## src/rtl/reset_seq_pkg.sv

```systemverilog
// Shared types and parameter legality bounds for the reset sequencer.
package reset_seq_pkg;

  typedef enum logic [1:0] {
    ST_ASSERT  = 2'd0,
    ST_HOLD    = 2'd1,
    ST_RELEASE = 2'd2,
    ST_RUN     = 2'd3
  } seq_state_e;

  localparam int NUM_CH_MIN   = 1;
  localparam int NUM_CH_MAX   = 8;
  localparam int SYNC_MIN     = 2;
  localparam int SYNC_MAX     = 4;
  localparam int FILT_MIN     = 1;
  localparam int HOLD_MIN     = 1;
  localparam int GAP_MIN      = 1;
  localparam int FAULT_CNT_W  = 8;

endpackage

```

## src/rtl/rst_sync_bit.sv

```systemverilog
// One synchroniser chain with an optional "stable high for N cycles" qualifier.
module rst_sync_bit #(
  parameter int STAGES      = 2,
  parameter bit FILT_EN     = 1'b0,
  parameter int FILT_CYCLES = 1
) (
  input  logic i_clk,
  input  logic i_reset_n,
  input  logic i_async,
  output logic o_level
);

  logic [STAGES-1:0] r_chain;
  logic              w_sync;

  always_ff @(posedge i_clk) begin
    if (!i_reset_n) r_chain <= '0;
    else            r_chain <= {r_chain[STAGES-2:0], i_async};
  end

  assign w_sync = r_chain[STAGES-1];

  generate
    if (FILT_EN) begin : g_filt
      localparam int CW = $clog2(FILT_CYCLES + 1);
      logic [CW-1:0] r_cnt;

      // Saturating run-length of the synchronised high level; any low clears it.
      always_ff @(posedge i_clk) begin
        if (!i_reset_n)                  r_cnt <= '0;
        else if (!w_sync)                r_cnt <= '0;
        else if (r_cnt != CW'(FILT_CYCLES)) r_cnt <= r_cnt + CW'(1);
      end

      // Drops in the very cycle the synchronised input is low.
      assign o_level = w_sync && (r_cnt == CW'(FILT_CYCLES));
    end else begin : g_nofilt
      assign o_level = w_sync;
    end
  endgenerate

endmodule

```

## src/rtl/reset_sequencer.sv

```systemverilog
// Multi-channel reset sequencer: qualifies lock/external reset, holds, then
// releases channels in ascending order; faults and sw requests re-sequence.
module reset_sequencer
  import reset_seq_pkg::*;
#(
  parameter int NUM_CH      = 3,
  parameter int SYNC_STAGES = 2,
  parameter int FILT_CYCLES = 8,
  parameter int HOLD_CYCLES = 16,
  parameter int GAP_CYCLES  = 4
) (
  input  logic                   i_clk,
  input  logic                   i_reset_n,
  input  logic                   i_pll_locked,
  input  logic                   i_ext_rst_n,
  input  logic                   i_sw_rst,
  output logic [NUM_CH-1:0]      o_rst_out,
  output logic                   o_all_released,
  output logic                   o_seq_busy,
  output logic [FAULT_CNT_W-1:0] o_fault_cnt
);

  generate
    if (NUM_CH < NUM_CH_MIN || NUM_CH > NUM_CH_MAX) begin : g_bad_ch
      $error("reset_sequencer: NUM_CH out of range");
    end
    if (SYNC_STAGES < SYNC_MIN || SYNC_STAGES > SYNC_MAX) begin : g_bad_sync
      $error("reset_sequencer: SYNC_STAGES out of range");
    end
    if (FILT_CYCLES < FILT_MIN) begin : g_bad_filt
      $error("reset_sequencer: FILT_CYCLES out of range");
    end
    if (HOLD_CYCLES < HOLD_MIN) begin : g_bad_hold
      $error("reset_sequencer: HOLD_CYCLES out of range");
    end
    if (GAP_CYCLES < GAP_MIN) begin : g_bad_gap
      $error("reset_sequencer: GAP_CYCLES out of range");
    end
  endgenerate

  localparam int HW = $clog2(HOLD_CYCLES + 1);
  localparam int GW = $clog2(GAP_CYCLES + 1);
  localparam int IW = (NUM_CH > 1) ? $clog2(NUM_CH) : 1;
  localparam logic [NUM_CH-1:0] BIT0 = NUM_CH'(1);

  logic w_lock_ok;
  logic w_ext_ok;
  logic w_cond_ok;
  logic w_fault;

  rst_sync_bit #(
    .STAGES     (SYNC_STAGES),
    .FILT_EN    (1'b1),
    .FILT_CYCLES(FILT_CYCLES)
  ) u_sync_lock (
    .i_clk    (i_clk),
    .i_reset_n(i_reset_n),
    .i_async  (i_pll_locked),
    .o_level  (w_lock_ok)
  );

  rst_sync_bit #(
    .STAGES     (SYNC_STAGES),
    .FILT_EN    (1'b0),
    .FILT_CYCLES(1)
  ) u_sync_ext (
    .i_clk    (i_clk),
    .i_reset_n(i_reset_n),
    .i_async  (i_ext_rst_n),
    .o_level  (w_ext_ok)
  );

  seq_state_e             r_state;
  logic [NUM_CH-1:0]      r_rst_out;
  logic                   r_all_released;
  logic                   r_seq_busy;
  logic [FAULT_CNT_W-1:0] r_fault_cnt;
  logic [HW-1:0]          r_hold_cnt;
  logic [GW-1:0]          r_gap_cnt;
  logic [IW-1:0]          r_idx;

  assign w_cond_ok = w_lock_ok && w_ext_ok;
  assign w_fault   = (r_state != ST_ASSERT) && !w_cond_ok;

  always_ff @(posedge i_clk) begin
    if (!i_reset_n) begin
      r_state        <= ST_ASSERT;
      r_rst_out      <= '1;
      r_all_released <= 1'b0;
      r_seq_busy     <= 1'b0;
      r_fault_cnt    <= '0;
      r_hold_cnt     <= '0;
      r_gap_cnt      <= '0;
      r_idx          <= '0;
    end else if (w_fault || i_sw_rst) begin
      // Abort beats any release scheduled for this edge.
      r_state        <= ST_ASSERT;
      r_rst_out      <= '1;
      r_all_released <= 1'b0;
      r_seq_busy     <= 1'b0;
      r_hold_cnt     <= '0;
      r_gap_cnt      <= '0;
      r_idx          <= '0;
      if (w_fault && r_fault_cnt != '1) r_fault_cnt <= r_fault_cnt + 8'd1;
    end else begin
      case (r_state)
        ST_ASSERT: begin
          r_rst_out <= '1;
          if (w_cond_ok) begin
            r_state    <= ST_HOLD;
            r_hold_cnt <= '0;
            r_seq_busy <= 1'b1;
          end
        end
        ST_HOLD: begin
          if (r_hold_cnt == HW'(HOLD_CYCLES - 1)) begin
            r_rst_out <= r_rst_out & ~BIT0;
            if (NUM_CH == 1) begin
              r_state        <= ST_RUN;
              r_all_released <= 1'b1;
              r_seq_busy     <= 1'b0;
            end else begin
              r_state   <= ST_RELEASE;
              r_gap_cnt <= '0;
              r_idx     <= IW'(1);
            end
          end else begin
            r_hold_cnt <= r_hold_cnt + HW'(1);
          end
        end
        ST_RELEASE: begin
          if (r_gap_cnt == GW'(GAP_CYCLES - 1)) begin
            r_gap_cnt <= '0;
            r_rst_out <= r_rst_out & ~(BIT0 << r_idx);
            if (r_idx == IW'(NUM_CH - 1)) begin
              r_state        <= ST_RUN;
              r_all_released <= 1'b1;
              r_seq_busy     <= 1'b0;
            end else begin
              r_idx <= r_idx + IW'(1);
            end
          end else begin
            r_gap_cnt <= r_gap_cnt + GW'(1);
          end
        end
        ST_RUN: begin
          r_seq_busy <= 1'b0;
        end
        default: begin
          r_state   <= ST_ASSERT;
          r_rst_out <= '1;
        end
      endcase
    end
  end

  assign o_rst_out      = r_rst_out;
  assign o_all_released = r_all_released;
  assign o_seq_busy     = r_seq_busy;
  assign o_fault_cnt    = r_fault_cnt;

endmodule

```

## config.mk

```make
export PLATFORM = sky130hd
export DESIGN_NAME = reset_sequencer
export DESIGN_NICKNAME = d
export VERILOG_FILES = /design/src/rtl/reset_seq_pkg.sv /design/src/rtl/rst_sync_bit.sv /design/src/rtl/reset_sequencer.sv
export SDC_FILE = /design/constraint.sdc
export NUM_CORES = 1
export LEC_CHECK = 0
export ABC_AREA = 1
export CAP_MARGIN = 15
export CELL_PAD_IN_SITES_DETAIL_PLACEMENT = 1
export CELL_PAD_IN_SITES_GLOBAL_PLACEMENT = 1
export CORE_AREA = 5 5 72 74
export CTS_BUF_LIST = sky130_fd_sc_hd__clkbuf_4
export DETAILED_ROUTE_END_ITERATION = 8
export DIE_AREA = 0 0 77 79
export GPL_TIMING_DRIVEN = 0
export PLACE_DENSITY = 0.89
export REMOVE_ABC_BUFFERS = 1
export SYNTH_ARGS = -nofsm -noshare
export SYNTH_HDL_FRONTEND = slang
export SYNTH_SLANG_ARGS = --single-unit
```

## constraint.sdc

```tcl
create_clock -name i_clk -period 1.91 [get_ports i_clk]
set_clock_uncertainty 0.2 [all_clocks]
set_input_delay 0.191 -clock i_clk [delete_from_list [all_inputs] [get_ports i_clk]]
set_output_delay 0.191 -clock i_clk [all_outputs]
set_load 0.02 [all_outputs]
```

=== After elaboration in Yosys (flattened, before gate mapping) ===
Index checks and enable logic that the tools add are counted.

* Memory bits (read-only): 0
* Memories: 0
* Output and inout port bits: 13
* Register bits: 33
* Word-level logic and storage cells: 83
* Memory bits (writable): 0
* Bits in latches: 0
* Input port bits: 5

* Multiplexer cells: 22
* $lt $le $gt $ge: 0
* Divide/modulo/power cells: 0
* Reduce and logical (&&, ||, !) cells: 24
* Shift-type cells: 1
* Equal/unequal tests: 15
* Add/subtract/negate cells: 5
* Bitwise logic cells: 4
* Multiply operators: 0

{| class="wikitable"
|+ Operator list
! kind !! number
|-
| $mux W2 || 7
|-
| $ne A2 B2 Y1 const B || 6
|-
| $reduce_and A3 Y1 || 4
|-
| $mux W5 || 2
|-
| $pmux W5 S2 || 1
|-
| $mux W3 || 3
|-
| $pmux W3 S3 || 1
|-
| $add A8 B1 Y8 const B || 1
|-
| $ne A8 B8 Y1 const B || 1
|-
| $reduce_and A4 Y1 || 2
|-
| $reduce_bool A2 Y1 || 4
|-
| $eq A2 B2 Y1 const B || 3
|-
| $pmux W2 S3 || 1
|-
| $pmux W3 S2 || 1
|-
| $reduce_and A2 Y1 || 3
|-
| $reduce_bool A3 Y1 || 2
|-
| $add A5 B1 Y5 const B || 1
|-
| $eq A5 B4 Y1 const B || 1
|-
| $reduce_and A5 Y1 || 1
|-
| $add A4 B1 Y4 const B || 1
|-
| $eq A4 B4 Y1 const B || 1
|-
| $logic_and A1 B1 Y1 || 4
|-
| $mux W1 || 4
|-
| $ne A4 B4 Y1 const B || 1
|-
| 14 further kinds || 15
|}

=== Logic depth before layout (Yosys ltp) ===
* Word-level depth: 7
* Depth in mapped cells: 12
* Mapped depth without buffers: 12

=== By module ===
Synthesis repeated with hierarchy kept, for this count alone.

* Cells, all modules: 248
* Area, all modules: 1737.9 um^2

{| class="wikitable"
|+ By module, submodules not included
! module !! instances !! cells each !! area each (um^2)
|-
| reset_sequencer || 1 || 201 || 1405.1
|-
| rst_sync_bit (u_sync_lock) || 1 || 41 || 277.8
|-
| rst_sync_bit (u_sync_ext) || 1 || 6 || 55.1
|}

=== Worst setup path after synthesis ===
No wires, ideal clock.

* Kind: register to register
* Start point: register r_hold_cnt[0]
* End point: register r_idx[0]
* Stages on the path, launching flop included: 12
* Arrival: 1.407 ns
* Required time: 1.593 ns
* Slack: 0.186 ns
* Buffers on the path: 0
* Path through: dfxtp_1 -> ha_1 -> nand2_1 -> nor2_1 -> ha_1 -> inv_1 -> nand2_1 -> inv_1 -> nor2_1 -> nand3_1 -> nor3_1 -> nor2_1

* Longest elaborated chain between the ends: 3

{| class="wikitable"
|+ Ends and longest elaborated chain
! item !! RTL line !! text
|-
| start, declared || reset_sequencer.sv:78 || <nowiki>logic [HW-1:0] r_hold_cnt;</nowiki>
|-
| start signal, assigned || reset_sequencer.sv:128 || <nowiki>r_hold_cnt <= r_hold_cnt + HW'(1);</nowiki>
|-
| $eq A5 B4 Y1 || reset_sequencer.sv:116 || <nowiki>if (r_hold_cnt == HW'(HOLD_CYCLES - 1)) begin</nowiki>
|-
| $ne A2 B2 Y1 (no source line) || -- ||
|-
| $reduce_and A4 Y1 (no source line) || -- ||
|-
| end signal, assigned || reset_sequencer.sv:140 || <nowiki>r_idx <= r_idx + IW'(1);</nowiki>
|-
| end, declared || reset_sequencer.sv:80 || <nowiki>logic [IW-1:0] r_idx;</nowiki>
|}

Every way passes these cells.
A chain may end at the register's enable or synchronous reset.

=== Final worst setup path ===
* Start point: register r_fault_cnt[5] (netlist: o_fault_cnt[5])
* End point: output o_fault_cnt[5]

{| class="wikitable"
|+ RTL lines
! item !! RTL line !! text
|-
| start, declared || reset_sequencer.sv:77 || <nowiki>logic [FAULT_CNT_W-1:0] r_fault_cnt;</nowiki>
|-
| start signal, assigned || reset_sequencer.sv:104 || <nowiki>if (w_fault && r_fault_cnt != '1) r_fault_cnt <= r_fault_cnt + 8'd1;</nowiki>
|-
| end, declared || reset_sequencer.sv:20 || <nowiki>output logic [FAULT_CNT_W-1:0] o_fault_cnt</nowiki>
|}

No word-level cell between the ends.

==> impl_metrics.py <==
metrics = {
    "outcome": {
        "outcome": "complete, no violations",
    },
    "floorplanning": {
        "die_y_um": 79,
        "num_io_pins": 18,
        "floorplan.core_area_um2": 4536,
        "num_rows": 25,
        "fp.dieW_um": 77,
        "floorplan.initialDensity": 0.3953,
        "die_area_um2": 6083,
    },
    "layout": {
        "sequential_cell_area_um2": 668.1,
        "n_fill_cell": 591,
        "multiInputGateArea_um2": 1040,
        "areaGrowthSynthToFinish_pct": 22.82,
        "final_util": 0.4855,
        "fin_area_um2": 2202,
        "insertedDiodeCount": 0,
        "layout-drive-gt1-share": 0.1620,
        "fin_nets": 303,
    },
    "timing": {
        "hold_viol_final": 0,
        "max_clock_freq_ghz": 0.5429,
        "min_period_over_period": 0.9643,
        "timing_worst_slew_pin_value_ns": 0.3462,
        "period_needed_ns": 1.842,
        "finalSetupViolations": 0,
        "slew_headroom": 0.7668,
        "slew_violations": 0,
        "setup-tns-final_ns": 0,
    },
    "route": {
        "route.detailed.wl_per_inst_um": 12.90,
        "detail_route.iter0.violations": 65,
        "route.detailed.vias_per_inst": 4.932,
        "detail_route.first_pass.iterations": 4,
        "drt_drc_violations_left": 0,
        "routed-via-count": 1667,
        "wirelength_um": 4359,
        "route.antenna.remaining_nets": 0,
    },
    "clock_tree": {
        "ctsHoldBuffers": 0,
        "cts.path.max_buffers": 2,
        "cts-root-buf": "sky130_fd_sc_hd__clkbuf_4",
        "clkTransAtPathRegs_ns": 0.11,
        "tritoncts_num_sinks": 33,
        "h-tree-depth": 2,
        "cts_tree": "yes",
        "clkLatencyLatePin_ns": 0.34,
        "cts_inserted_buffers": 5,
    },
    "setup_path": {
        "cp_cell_sequence": "clkdlybuf4s50_1",
        "cp_slowest_cell": "sky130_fd_sc_hd__clkdlybuf4s50_1",
        "worstSetupStartpointType": "flop",
        "crit_required_ns": 1.52,
        "rrSetupSlack_ns": 0.12,
        "path_max_fanout": 7,
        "timing.critical_path.to_type": "output port",
        "worst_path_dominant_cell_family": "buffers and inverters",
        "cpPeakStageDelay_ns": 0.65,
        "critical_path.n_buffers_inverters": 1,
        "criticalPathCategory": "reg -> out",
        "critPathArrivalTime_ns": 1.45,
    },
    "logic_synthesis": {
        "synth_largest_type_area_fraction": 0.3685,
        "synth.area.top_cells": "sky130_fd_sc_hd__dfxtp_1, sky130_fd_sc_hd__nand2_1, sky130_fd_sc_hd__ha_1",
        "synth_cell_types": 25,
        "post_syn_instances": 255,
        "synthesis.area_um2": 1793,
        "yosys_register_bits": 33,
        "synthesis.area_per_instance_um2": 7.031,
        "seq_area_frac_synth": 0.3685,
        "yosys_warnings": 0,
        "yosys.area.top_type": "sky130_fd_sc_hd__dfxtp_1",
    },
    "global_route": {
        "gr-usage-all-layers": 0.1465,
        "global_route.overflow_total": 0,
        "global_route_wire_length_before_repair_um": 7272,
        "vias_in_the_first_global_route": 1643,
        "number_of_antenna_violations_at_the_first_check_in_global_routing": 0,
        "grt_start_max_net_pins": 11,
    },
    "power": {
        "power_density_of_the_placed_cells_nw_per_um2": 506.2,
        "worst_ir_drop_vdd_uv": 232.8,
        "leakage_nw": 0.9539,
    },
    "place": {
        "routabilityCongestion": 0.7934,
        "placed_cell_area_um2": 2014,
        "numPortBuffers": 17,
        "detailedPlacementHpwl_um": 3097,
    },
    "job": {
        "max_cap_viol_count": 0,
    },
    "worst_hold_path": {
        "hp-class": "in -> reg",
    },
}
layout by cell type, fill, tap and decap left out, types with 5 or more instances in the layout:
cell / instances
sky130_fd_sc_hd__o21ai_0: 11
sky130_fd_sc_hd__dfxtp_2: 6
sky130_fd_sc_hd__dfxtp_1: 27
sky130_fd_sc_hd__nand3_1: 12
sky130_fd_sc_hd__a21oi_1: 20
sky130_fd_sc_hd__ha_1: 9
sky130_fd_sc_hd__inv_1: 36
sky130_fd_sc_hd__nand2_1: 63
sky130_fd_sc_hd__buf_4: 5
sky130_fd_sc_hd__nor2_1: 30
sky130_fd_sc_hd__clkbuf_4: 5
sky130_fd_sc_hd__clkdlybuf4s50_1: 16
flip-flops by register name (all words and copies together) (netlist names), 3 cells and up:
name,flops
u_sync_lock.g_filt.r_cnt,4
r_gap_cnt,3
o_rst_out,3
o_fault_cnt,8
r_hold_cnt,5
final cells by class:
class | count | share of cell area
Sequential cell | 33 | 0.3034
Inverter | 39 | 0.06648
Clock inverter | 3 | 0.005682
Tap cell | 54 | 0.03068
Clock buffer | 5 | 0.01705
Multi-Input combinational cell | 181 | 0.4722
Timing Repair Buffer | 23 | 0.1045
logic make-up (layout without fill, tap and decap cells):
group | Yosys count | count (layout) | synth area share
AND/OR/NAND/NOR | 126 | 126 | 0.3043
buffers and inverters | 41 | 70 | 0.09072
AO/OA/AOI/OAI | 36 | 36 | 0.1124
flip-flops | 33 | 33 | 0.3685
adder cells (fa/ha/maj) | 15 | 15 | 0.1047
XOR/XNOR | 4 | 4 | 0.01954
worst min-delay path, stage by stage:
cell,delay [ns]
sky130_fd_sc_hd__clkdlybuf4s50_1,0.39
sky130_fd_sc_hd__nand2_1,0.06
sky130_fd_sc_hd__inv_1,0.03
metal layers:
metal,share of wire,GRT usage
met1,0.43,0.1619
met4,0.014,0.04639
met5,0,0
met2,0.53,0.2708
met3,0.024,0.03968
report_power, final:
group	switching, mW	total (mW)	internal (mW)	leakage, nW
sequential	0.00169	0.694	0.692	0.270
combinational	0.0220	0.0405	0.0185	0.654
clock	0.247	0.380	0.133	0.0300
total	0.271	1.11	0.844	0.954
Yosys cell counts (all sizes together):
| cell type | n |
|---|---|
| o21ai | 14 |
| xnor2 | 1 |
| nor3 | 3 |
| xor2 | 3 |
| nand2 | 70 |
| dfxtp | 33 |
| nand3b | 1 |
| ha | 15 |
| or2 | 1 |
| buf | 2 |
| a21oi | 21 |
| nand4 | 2 |
| nand3 | 14 |
| inv | 39 |
| o21a | 1 |
| nor2 | 35 |
timing repair:
| item | 4_1_cts | 5_1_grt |
|---|---|---|
| gates resized for setup | 4 | 24 |
| hold endpoints to repair | 0 | 0 |
| setup buffers | 2 | 4 |
| pin swaps | 1 | 4 |
| endpoints found under the setup margin | 19 | 23 |
stage by stage:
step / hold slack [ns] / instances / setup slack, ns / power, mW
4_1_cts: 0.1642 / 334 / 0.01184 / 1.128
3_5_place_dp: 0.2088 / 324 / -0.07940 / 0.7431
6_report: 0.1712 / 338 / 0.06816 / 1.115
5_1_grt: 0.1695 / 338 / -0.05607 / 1.171
3_3_place_gp: 0.1996 / 324 / -0.008011 / 0.7408
2_1_floorplan: 0.08445 / 253 / 0.1861 / 0.7259
final timing paths:
path / startpoint / end / cells past startpoint
setup / recovery: o_fault_cnt[5] / o_fault_cnt[5] / 1
hold / removal: i_pll_locked / u_sync_lock.r_chain[0] / 3
setup reg to reg: u_sync_lock.g_filt.r_cnt[0] / r_state[0] / 9
hold reg to reg: u_sync_lock.r_chain[0] / u_sync_lock.r_chain[1] / 2
Power figures use the tool's default switching activity.
